<file path="config.mk">
export PLATFORM = sky130hd
export DESIGN_NAME = peak_tournament_ctrl
export DESIGN_NICKNAME = d
export VERILOG_FILES = /design/src/rtl/peak_tournament_ctrl.sv
export SDC_FILE = /design/constraint.sdc
export NUM_CORES = 1
export LEC_CHECK = 0
export BUFFER_PORTS_ARGS = -buffer_cell sky130_fd_sc_hd__buf_2
export CORE_MARGIN = 2
export CORE_UTILIZATION = 58
export DETAILED_ROUTE_END_ITERATION = 8
export HOLD_SLACK_MARGIN = 0.1
export PLACE_DENSITY = 0.77
export SKIP_LAST_GASP = 1
export SYNTH_ARGS = -nofsm -noshare
export SYNTH_HDL_FRONTEND = slang
export SYNTH_SLANG_ARGS = --single-unit
</file>
<file path="constraint.sdc">
create_clock -name clk -period 8.4 [get_ports clk]
set_input_delay 1.26 -clock clk [delete_from_list [all_inputs] [get_ports clk]]
set_output_delay 1.26 -clock clk [all_outputs]
set_load 0.1 [all_outputs]
</file>
<file path="src/rtl/peak_tournament_ctrl.sv">
// Peak search over a 16-bin FFT frame: load bins, then run a 4-round
// pairwise tournament through an external registered magnitude comparator.
module peak_tournament_ctrl (
   input  logic        clk,
   input  logic        rst,
   input  logic        in_valid,
   input  logic [31:0] in_data,
   output logic        in_ready,
   output logic        cmp_en,
   output logic [31:0] cmp_data1,
   output logic [31:0] cmp_data2,
   output logic [3:0]  cmp_freq1,
   output logic [3:0]  cmp_freq2,
   input  logic [31:0] win_data,
   input  logic [3:0]  win_freq,
   output logic        peak_valid,
   output logic [31:0] peak_data,
   output logic [3:0]  peak_freq,
   output logic        busy
);

   typedef enum logic [1:0] {LOAD, ISSUE, WAIT, DONE} state_t;

   state_t      state, state_nxt;
   logic [3:0]  cnt;
   logic [1:0]  rnd;
   logic [2:0]  pair;
   logic [3:0]  npairs;
   logic        accept;
   logic        last_pair;
   logic        last_cmp;
   logic [31:0] slot_data [16];
   logic [3:0]  slot_freq [16];

   assign accept    = in_valid && (state == LOAD);
   assign npairs    = 4'd8 >> rnd;
   assign last_pair = ({1'b0, pair} == (npairs - 4'd1));
   assign last_cmp  = last_pair && (rnd == 2'd3);

   always_ff @(posedge clk) begin
      if (rst) state <= LOAD;
      else     state <= state_nxt;
   end

   always_comb begin
      state_nxt  = state;
      in_ready   = 1'b0;
      cmp_en     = 1'b0;
      cmp_data1  = '0;
      cmp_data2  = '0;
      cmp_freq1  = '0;
      cmp_freq2  = '0;
      peak_valid = 1'b0;
      busy       = 1'b1;
      unique case (state)
         LOAD: begin
            busy     = 1'b0;
            in_ready = 1'b1;
            if (in_valid && cnt == 4'd15) state_nxt = ISSUE;
         end
         ISSUE: begin
            cmp_en    = 1'b1;
            cmp_data1 = slot_data[{pair, 1'b0}];
            cmp_data2 = slot_data[{pair, 1'b1}];
            cmp_freq1 = slot_freq[{pair, 1'b0}];
            cmp_freq2 = slot_freq[{pair, 1'b1}];
            state_nxt = WAIT;
         end
         WAIT:    state_nxt = last_cmp ? DONE : ISSUE;
         DONE: begin
            peak_valid = 1'b1;
            state_nxt  = LOAD;
         end
         default: state_nxt = LOAD;
      endcase
   end

   // The final winner lands in slot 0 and the peak register together,
   // so the result is already stable during the DONE pulse.
   always_ff @(posedge clk) begin
      if (rst) begin
         cnt       <= '0;
         rnd       <= '0;
         pair      <= '0;
         peak_data <= '0;
         peak_freq <= '0;
      end else begin
         if (accept) cnt <= cnt + 4'd1;
         if (state == WAIT) begin
            if (last_pair) begin
               pair <= '0;
               rnd  <= rnd + 2'd1;
            end else begin
               pair <= pair + 3'd1;
            end
            if (last_cmp) begin
               peak_data <= win_data;
               peak_freq <= win_freq;
            end
         end
      end
   end

   always_ff @(posedge clk) begin
      if (accept) begin
         slot_data[cnt] <= in_data;
         slot_freq[cnt] <= cnt;
      end else if (state == WAIT) begin
         slot_data[{1'b0, pair}] <= win_data;
         slot_freq[{1'b0, pair}] <= win_freq;
      end
   end

endmodule
</file>
* After elaboration in Yosys (flattened, before gate mapping)
Memories as Yosys holds them, arrays and structs flattened. A register that Yosys moved wholly into a read port is not among the register bits.
Cells that the tools add are included.
** Operators by class
- Shifts and indexed selects :: 1
- Eq/ne operators :: 7
- Mux-type cells :: 31
- Reductions and logical operators :: 8
- Add/subtract/negate cells :: 4
** Operators by type and width (number)
- 32-bit two-way mux :: 3
- 4-bit two-way mux :: 13
- 32-bit OR reduction :: 1
- 1-bit two-way mux :: 11
- 2-bit one-hot mux with 4 select lines :: 1
- 2-bit equality test, second input constant :: 3
- 4-bit by 1-bit adder with 4-bit output, second input constant :: 1
- 3-bit by 4-bit equality test with 1-bit output :: 1
- 4-bit equality test, second input constant :: 1
- 2-bit two-way mux :: 2
- 2-bit AND reduction :: 2
- 4-bit OR reduction :: 1
- 4-bit by 2-bit right shift with 4-bit output, first input constant :: 1
- 4-bit by 1-bit subtractor with 4-bit output, second input constant :: 1
- 3-bit by 1-bit adder with 3-bit output, second input constant :: 1
- 1-bit logical AND :: 3
- 3-bit two-way mux :: 1
- 2-bit by 1-bit adder with 2-bit output, second input constant :: 1
- 2-bit by 1-bit equality test with 1-bit output, second input constant :: 1
- 2-bit logical NOT :: 1
- 2-bit by 1-bit != test with 1-bit output, second input constant :: 1
** Storage, ports and cells
- Memories :: 2
- Logic and storage cells :: 59
- RAM bits :: 576
- Register bits after elaboration :: 47
- Output and inout port bits :: 112
** Memory list
- slot_data :: words 16, width 32, rd ports 2, clocked after Yosys merged registers in 2, write ports 1, line 32 : logic [31:0] slot_data [16];
- slot_freq :: words 16, width 4, rd ports 2, clocked after Yosys merged registers in 2, write ports 1, line 33 : logic [3:0] slot_freq [16];

* Depth between registers and ports, before layout
Gate-level depths: netlist of the first run.
- Depth after elaboration :: 6
- Mapped depth :: 8

* Least setup slack after synthesis of the first run
Ideal clock, no wire load.
- Path type :: in2reg
- Start :: input port in_valid
- End :: memory slot_data[4][0], enable pin
- Path slack :: 4.585 ns
- Arrival :: 3.385 ns
- Cell stages on the path :: 4
- Path through :: nor4bb_1 -> a21oi_1 -> or2_2 -> nor2_1
** Between the ends
- Word-level cells in the longest chain between the ends :: 5
- Elaborated cells between the ends (all ways) :: 8
** Ends and longest elaborated chain
- from (decl) :: line 6 : input logic in_valid,
- 1-bit logical AND (*) :: line 35 : assign accept = in_valid && (state == LOAD);
- 1-bit two-way mux :: line 105 : if (accept) begin
- 1-bit two-way mux (implied by the code) :: line 109 : slot_data[{1'b0, pair}] <= win_data;
- 32-bit OR reduction (no source line)
- 4-bit two-way mux (no source line) or 1-bit two-way mux (tied branches)
- to (decl) :: line 32
Every way passes the cells marked *; elsewhere a longest branch is shown, timed or not.

==> results of run 1 <==
## cells in the mapped netlist (2+ instances only)
cell type                  number
sky130_fd_sc_hd__nor3b_1        2
sky130_fd_sc_hd__a31oi_1        3
sky130_fd_sc_hd__xor2_1         3
sky130_fd_sc_hd__nand3b_1       2
sky130_fd_sc_hd__buf_1          4
sky130_fd_sc_hd__xnor2_1        2
sky130_fd_sc_hd__nor2b_1        2
sky130_fd_sc_hd__nor2_1       132
sky130_fd_sc_hd__clkbuf_1      27
sky130_fd_sc_hd__dfxtp_1       50
sky130_fd_sc_hd__ha_1           5
sky130_fd_sc_hd__nor3_1         5
sky130_fd_sc_hd__o21ai_0        4
sky130_fd_sc_hd__mux4_2       144
sky130_fd_sc_hd__nand3_1        4
sky130_fd_sc_hd__nand2_1      106
sky130_fd_sc_hd__buf_4          2
sky130_fd_sc_hd__nand2b_1       5
sky130_fd_sc_hd__a21oi_1        5
sky130_fd_sc_hd__mux2i_1      110
sky130_fd_sc_hd__buf_6         10
sky130_fd_sc_hd__edfxtp_1     576
sky130_fd_sc_hd__buf_2         25
sky130_fd_sc_hd__inv_1          6
## logic make-up after synthesis
logic type,Yosys count,synth area share (%)
compound gates,14,0.329
flops,626,75.1
buf+inv,74,1.61
fa+ha+maj,5,0.257
simple gates,270,4.57
xor+xnor,5,0.180
mux,256,17.9
## flip-flops by register name, summed over array words and instances (netlist names), named ones only
register,cells
cnt,4
pair,3
peak_data,32
peak_freq,4
rnd,2
slot_data,512
slot_freq,64
state,2
## how the worst max path moves through the flow
stage,start,endpoint,cells past startpoint,slack (ns)
after floorplan,in_valid,slot_data[4][0]$_DFFE_PP_,4,4.59
after global placement,flip-flop,cmp_freq2[0],5,3.90
after detailed placement,flip-flop,cmp_freq1[0],5,3.87
after CTS,flip-flop,cmp_freq1[0],5,3.20
after global routing,flip-flop,cmp_freq1[0],5,3.05
final,flip-flop,cmp_freq1[0],5,3.31
## metal layers
metal	routed length [µm]	vias up	GRT usage (%)
met5	10	-	0
met4	1270	2	7.76
met3	4300	89	4.43
met2	28500	622	43.2
met1	21600	6556	35.5
li1	-	5354	-
## worst register-to-register path, stage by stage (launching register included)
cell and delay [ns]:
sky130_fd_sc_hd__dfxtp_1 0.58, sky130_fd_sc_hd__nand2b_4 0.66, sky130_fd_sc_hd__a31oi_1 0.48, sky130_fd_sc_hd__nor2_4 0.59, sky130_fd_sc_hd__buf_4 0.55
## layout by cell type, fill, tap and decap left out, types with 2 or more instances in the layout
| master | netlist | layout |
|---|---|---|
| sky130_fd_sc_hd__clkinv_4 | 0 | 4 |
| sky130_fd_sc_hd__clkbuf_16 | 0 | 61 |
| sky130_fd_sc_hd__nor2_4 | 0 | 16 |
| sky130_fd_sc_hd__nand2_1 | 106 | 106 |
| sky130_fd_sc_hd__nor3_1 | 5 | 5 |
| sky130_fd_sc_hd__nand2b_4 | 1 | 2 |
| sky130_fd_sc_hd__clkinv_2 | 0 | 8 |
| sky130_fd_sc_hd__dfxtp_4 | 0 | 3 |
| sky130_fd_sc_hd__nand3_1 | 4 | 4 |
| sky130_fd_sc_hd__a21oi_1 | 5 | 5 |
| sky130_fd_sc_hd__bufinv_16 | 0 | 9 |
| sky130_fd_sc_hd__clkbuf_1 | 27 | 8 |
| sky130_fd_sc_hd__buf_4 | 2 | 29 |
| sky130_fd_sc_hd__edfxtp_1 | 576 | 576 |
| sky130_fd_sc_hd__nand3b_1 | 2 | 2 |
| sky130_fd_sc_hd__a31oi_1 | 3 | 3 |
| sky130_fd_sc_hd__inv_6 | 0 | 3 |
| sky130_fd_sc_hd__dfxtp_1 | 50 | 47 |
| sky130_fd_sc_hd__o21ai_0 | 4 | 4 |
| sky130_fd_sc_hd__nor3b_1 | 2 | 2 |
| sky130_fd_sc_hd__buf_2 | 25 | 182 |
| sky130_fd_sc_hd__clkinv_1 | 0 | 12 |
| sky130_fd_sc_hd__xor2_1 | 3 | 3 |
| sky130_fd_sc_hd__clkinvlp_4 | 0 | 7 |
| sky130_fd_sc_hd__xnor2_1 | 2 | 2 |
| sky130_fd_sc_hd__nand2b_1 | 5 | 4 |
| sky130_fd_sc_hd__mux2i_1 | 110 | 110 |
| sky130_fd_sc_hd__ha_1 | 5 | 5 |
| sky130_fd_sc_hd__inv_1 | 6 | 6 |
| sky130_fd_sc_hd__mux4_2 | 144 | 144 |
| sky130_fd_sc_hd__nor2_1 | 132 | 116 |
## final cells by class
class,instances,area (µm²),share of cell area (%)
inverter,6,22.5,0.0805
clock inverter,44,485,1.73
sequential,626,18300,65.4
multi-input combinational,550,5810,20.8
clock buffer,69,1560,5.56
tap,539,674,2.41
timing repair buffer,211,1130,4.03
## metrics by stage
stage | area, µm² | setup WS, ns | instances | util (%) | hold WS [ns]
after floorplan | 24400 | 4.59 | 1250 | - | 0.481
after global placement | 25900 | 3.90 | 1932 | 62.3 | 0.466
after detailed placement | 25900 | 3.87 | 1932 | 62.3 | 0.479
after CTS | 28000 | 3.20 | 2045 | 67.2 | 0.497
after global routing | 28000 | 3.05 | 2045 | 67.2 | 0.530
final | 28000 | 3.31 | 2045 | 67.2 | 0.495
## power by group through the flow
| stage | registers (mW) | clock network [mW] | logic (mW) |
|---|---|---|---|
| floorplan | 3.51 | 0 | 0.0827 |
| global placement | 3.51 | 0 | 0.149 |
| detailed placement | 3.51 | 0 | 0.154 |
| finish | 3.45 | 2.78 | 0.156 |
| CTS | 3.45 | 2.80 | 0.157 |
| global route | 3.45 | 2.92 | 0.170 |
==> results.tsv, run 1 <==
metric	value	unit
outcome	finished clean	
total I/O pin count	183	
Logic pwr share	2.4	%
proportion of synthesized flip-flops having asynchronous set or reset	0	%
Max-Slew Margin vs Limit	33.4	%
Core Region	41700	µm²
wire length per cell after detailed routing	27.2	µm
reg-to-reg critical path endpoint	slot_data[6][14]$_DFFE_PP_	
largest cells by area after synthesis	sky130_fd_sc_hd__edfxtp_1, sky130_fd_sc_hd__mux4_2, sky130_fd_sc_hd__mux2i_1, sky130_fd_sc_hd__dfxtp_1, sky130_fd_sc_hd__nor2_1	
minimum setup slack among reg-to-reg paths	5.16	ns
overall overflow remaining after global route	0	
Hold-fix buffers, CTS	0	
via count of the routed design	12600	
DRC violations left	0	
CTS tree	done	
layout overhead on the synthesized area	14.9	%
detailed-route vias per instance	6.17	
synthesized area divided by synthesized cell count	19.5	µm²
biggest cell delay along the critical path	1.00	ns
Pwr Density	228	nW/µm²
Peak supply drop	174	µV
Synthesis Warnings	0	
critical path class	flip-flop to primary output	
startpoint of the worst register-to-register path	state[0]$_SDFFE_PP0P_	
number of detailed-route iterations in the first pass	5	
overall routing resource usage	25.9	%
Max Transition Viols Final	0	
worst-path maximum fanout	49	
combined area of all synthesized cells	24400	µm²
ordered list of cells on the worst path	buf_4, mux4_2, mux2i_1, nor2_1, buf_2	
number of buffers inserted to repair setup after CTS	0	
fraction of power consumed by sequential logic	54.0	%
Setup TNS Final	0	ns
Critical Path Source Type	flip-flop	
synthesis-stage register bit count	626	
Final GP Congestion	0.748	
ANT cells	0	
most instantiated flip-flop cell in the synthesis netlist	sky130_fd_sc_hd__edfxtp_1	
die span in y	209	µm
critical path capture point type	primary output	
ratio of cells with drive above 1 in the final layout	31.5	%
post-detailed-route count of antenna-violating nets	0	
number of instances resized during post-cts repair	0	
cell at the root of the clock tree	sky130_fd_sc_hd__clkbuf_16	
path depth of the worst reg2reg path	4	
Filler cells	2659	
peak clock frequency supported by timing	0.196	GHz
Net Sw Frac	20.1	%
number of buffers and inverters on the critical path	2	
Die Width	209	µm
final worst-path cycle share	60.6	%
biggest area consumer among synthesized cells	sky130_fd_sc_hd__edfxtp_1	
first-pass GRT wire length	81900	µm
final setup violating endpoints	0	
number of buffers created by CTS	60	
Critical Path Slowest Stage Cell	sky130_fd_sc_hd__dfxtp_4	
static power due to leakage	9.19	nW
antenna violations before repair	1	
initial drt markers	1120	
overall routed net length	55600	µm
hold_sp	peak_freq[2]$_SDFFE_PP0P_	
total nets after synthesis	1326	
worst hold endpoint	peak_freq[2]$_SDFFE_PP0P_	
count of cells along the worst hold path	2	
clock insertion delay at the later pin of the skew report	0.61	ns
class of the tightest hold or removal check	flip-flop to flip-flop	
setup repair after global routing missed its margin	no	
number of synthesized flops with an enable pin	576	
transition time at the pin with the least slew margin	0.999	ns
total of max-cap violations	0	
cell-internal power	5.10	mW
count of endpoints failing hold in the final timing report	0	
hpwl dp	29500	µm
proportion of netlist area held by the largest area contributor	71.0	%
gate count after technology mapping	1250	
FP Rows	75	
clk sinks	626	
share of total power in the clock network	43.5	%
initial standard-cell utilization of the core	58.5	%
sequential area share after synthesis	75.1	%
pin count of the biggest net entering global routing	53	
Die Outline Area	43600	µm²
switching power of the nets	1.28	mW
required time of the critical path	7.14	ns
overall power	6.38	mW
Clk pin slew, worst setup/hold paths	0.06	ns
Distinct cells, synth	40	
worst clock skew on the final layout	0.0134	ns
Longest Clk Path Bufs	3	
Worst EP arrival	3.83	ns
total number of H-tree levels	2	
Final min period	5.09	ns
Port Buf Inserts	182	
layout net count	1531	
number of global-route vias before repair	12900	
Worst path top cell family by delay	multiplexers	
No activity file was read; power rests on OpenSTA's default activity.
==> inputs of run 2 (changes only) <==
==> constraint.sdc (replaced) <==
create_clock -name clk -period 5.2 [get_ports clk]
set_input_delay 0.78 -clock clk [delete_from_list [all_inputs] [get_ports clk]]
set_output_delay 0.78 -clock clk [all_outputs]
set_load 0.1 [all_outputs]
==> results.tsv, run 2 (synthesized netlist as in run 1, its figures left out) <==
metric	value	unit	change
Net Sw Frac	19.8	%	was 20.1%
overall routing resource usage	25.4	%	was 25.9%
ratio of cells with drive above 1 in the final layout	31.7	%	was 31.5%
required time of the critical path	4.42	ns	was 7.14 ns
initial drt markers	1104		was 1120
clock insertion delay at the later pin of the skew report	0.62	ns	was 0.61 ns
most common cell after layout, fill and taps aside	sky130_fd_sc_hd__edfxtp_1		unchanged
number of detailed-route iterations in the first pass	5		unchanged
FP Rows	75		unchanged
Max-Slew Margin vs Limit	24.7	%	was 33.4%
max FFs per register	512		unchanged
share of total power in the clock network	43.4	%	was 43.5%
Worst EP arrival	3.32	ns	was 3.83 ns
hpwl dp	30500	µm	was 29500 µm
DRC violations left	0		unchanged
count of endpoints failing hold in the final timing report	0		unchanged
worst clock skew on the final layout	0.0176	ns	was 0.0134 ns
number of buffers inserted to repair setup after CTS	0		unchanged
outcome	finished clean		unchanged
most used cells in the layout excluding fill and tap cells	sky130_fd_sc_hd__edfxtp_1, sky130_fd_sc_hd__buf_2, sky130_fd_sc_hd__mux4_2		unchanged
total I/O pin count	183		unchanged
transition time at the pin with the least slew margin	1.13	ns	was 0.999 ns
via count of the routed design	12500		was 12600
Layout Cell Area excl Fill	28000	µm²	about the same
Max Transition Viols Final	0		unchanged
first-pass GRT wire length	80900	µm	was 81900 µm
overall routed net length	54000	µm	was 55600 µm
ANT cells	0		unchanged
Pwr Density	367	nW/µm²	was 228 nW/µm²
initial standard-cell utilization of the core	58.5	%	unchanged
class of the tightest hold or removal check	primary input to flip-flop		was flip-flop to flip-flop
Clk pin slew, worst setup/hold paths	0.06	ns	about the same
Reg with most FFs	slot_data		unchanged
wire length per cell after detailed routing	26.4	µm	was 27.2 µm
cell-internal power	8.25	mW	was 5.10 mW
Post-Place Cell Area	26000	µm²	was 25900 µm²
critical path class	flip-flop to primary output		unchanged
post-detailed-route count of antenna-violating nets	0		unchanged
final setup violating endpoints	0		unchanged
number of instances resized during post-cts repair	0		unchanged
Largest regs	slot_data x512, slot_freq x64, peak_data x32		unchanged
Setup TNS Final	0	ns	unchanged
number of non-filler instances in the completed layout	2046		was 2045
antenna violations before repair	0		was 1
Logic pwr share	2.5	%	was 2.4%
clk sinks	626		unchanged
layout net count	1534		was 1531
CTS tree	done		unchanged
setup slack after placement	1.64	ns	was 3.87 ns
Die Outline Area	43600	µm²	unchanged
total of max-cap violations	0		unchanged
cell at the root of the clock tree	sky130_fd_sc_hd__clkbuf_16		unchanged
Peak supply drop	394	µV	was 174 µV
switching power of the nets	2.04	mW	was 1.28 mW
pin count of the biggest net entering global routing	74		was 53
number of cells in the design after placement	1937		was 1932
fraction of power consumed by sequential logic	54.1	%	was 54.0%
layout overhead on the synthesized area	15.1	%	was 14.9%
Hold-fix buffers, CTS	0		unchanged
setup repair after global routing missed its margin	no		unchanged
number of buffers created by CTS	58		was 60
detailed-route vias per instance	6.10		was 6.17
Die Width	209	µm	unchanged
Port Buf Inserts	182		unchanged
total number of H-tree levels	2		unchanged
final worst-path cycle share	78.9	%	
Final GP Congestion	0.745		was 0.748
peak clock frequency supported by timing	0.244	GHz	
static power due to leakage	9.25	nW	was 9.19 nW
worst-path maximum fanout	43		was 49
Core Region	41700	µm²	unchanged
overall overflow remaining after global route	0		unchanged
Critical Path Source Type	flip-flop		unchanged
Longest Clk Path Bufs	3		unchanged
final worst-path setup slack	1.10	ns	was 3.31 ns
Final min period	4.10	ns	
die span in y	209	µm	unchanged
critical path capture point type	primary output		unchanged
number of global-route vias before repair	13000		was 12900
## run 2: changes by cell type in the layout (fill, tap and decap cells not counted), moves of 3 or more
cell and delta:
sky130_fd_sc_hd__buf_12 +3, sky130_fd_sc_hd__clkinv_2 +5, sky130_fd_sc_hd__clkinvlp_4 -6, sky130_fd_sc_hd__inv_6 -3, sky130_fd_sc_hd__clkbuf_8 +3
## run 2: worst paths after layout
path,cells after the start,end,slack [ns],from
setup reg to reg,4,slot_data[12][0]$_DFFE_PP_,1.73,state[1]$_SDFFE_PP0P_
setup / recovery,5,cmp_data2[11],1.10,flip-flop
hold / removal,3,peak_data[26]$_SDFFE_PP0P_,0.41,win_data[26]
hold reg to reg,2,peak_data[0]$_SDFFE_PP0P_,0.49,peak_data[0]$_SDFFE_PP0P_
## run 2: stage by stage
step	hold slack (ns)	utilization (%)	power [mW]
3_5_place_dp	0.480	62.5	5.93
4_1_cts	0.394	67.3	10.3
6_report	0.414	67.3	10.3
3_3_place_gp	0.466	62.5	5.92
5_1_grt	0.414	67.3	10.5
2_1_floorplan	0.481	-	5.80
## run 2: power groups by stage
stage | combinational (mW) | clock [mW] | sequential, mW
after floorplan | 0.134 | 0 | 5.67
after global placement | 0.247 | 0 | 5.67
after CTS | 0.257 | 4.51 | 5.57
after global routing | 0.279 | 4.69 | 5.57
after detailed placement | 0.254 | 0 | 5.68
final | 0.254 | 4.47 | 5.57
## run 2: area by class of cell
type	instances	area, µm²
flip-flops and latches	626	18300
well taps	539	674
clock buffers	69	1540
inverters	6	22.5
multi-input cells	550	5810
repair buffers	216	1200
clock inverters	40	480
fillers	2659	13600
## run 2: critical path, cell delays in order, from the launching register on
cell and delay [ns]:
sky130_fd_sc_hd__dfxtp_4 0.92, sky130_fd_sc_hd__buf_4 0.46, sky130_fd_sc_hd__mux4_2 0.57, sky130_fd_sc_hd__mux2i_1 0.28, sky130_fd_sc_hd__nor2_1 0.10, sky130_fd_sc_hd__buf_2 0.35
## run 2: metal layers
layer,GRT usage (%),vias up,wire (µm)
li1,-,5357,-
met1,34.1,6477,21500
met2,42.7,538,27300
met3,4.58,109,3590
met4,8.28,0,1540
met5,0,-,0
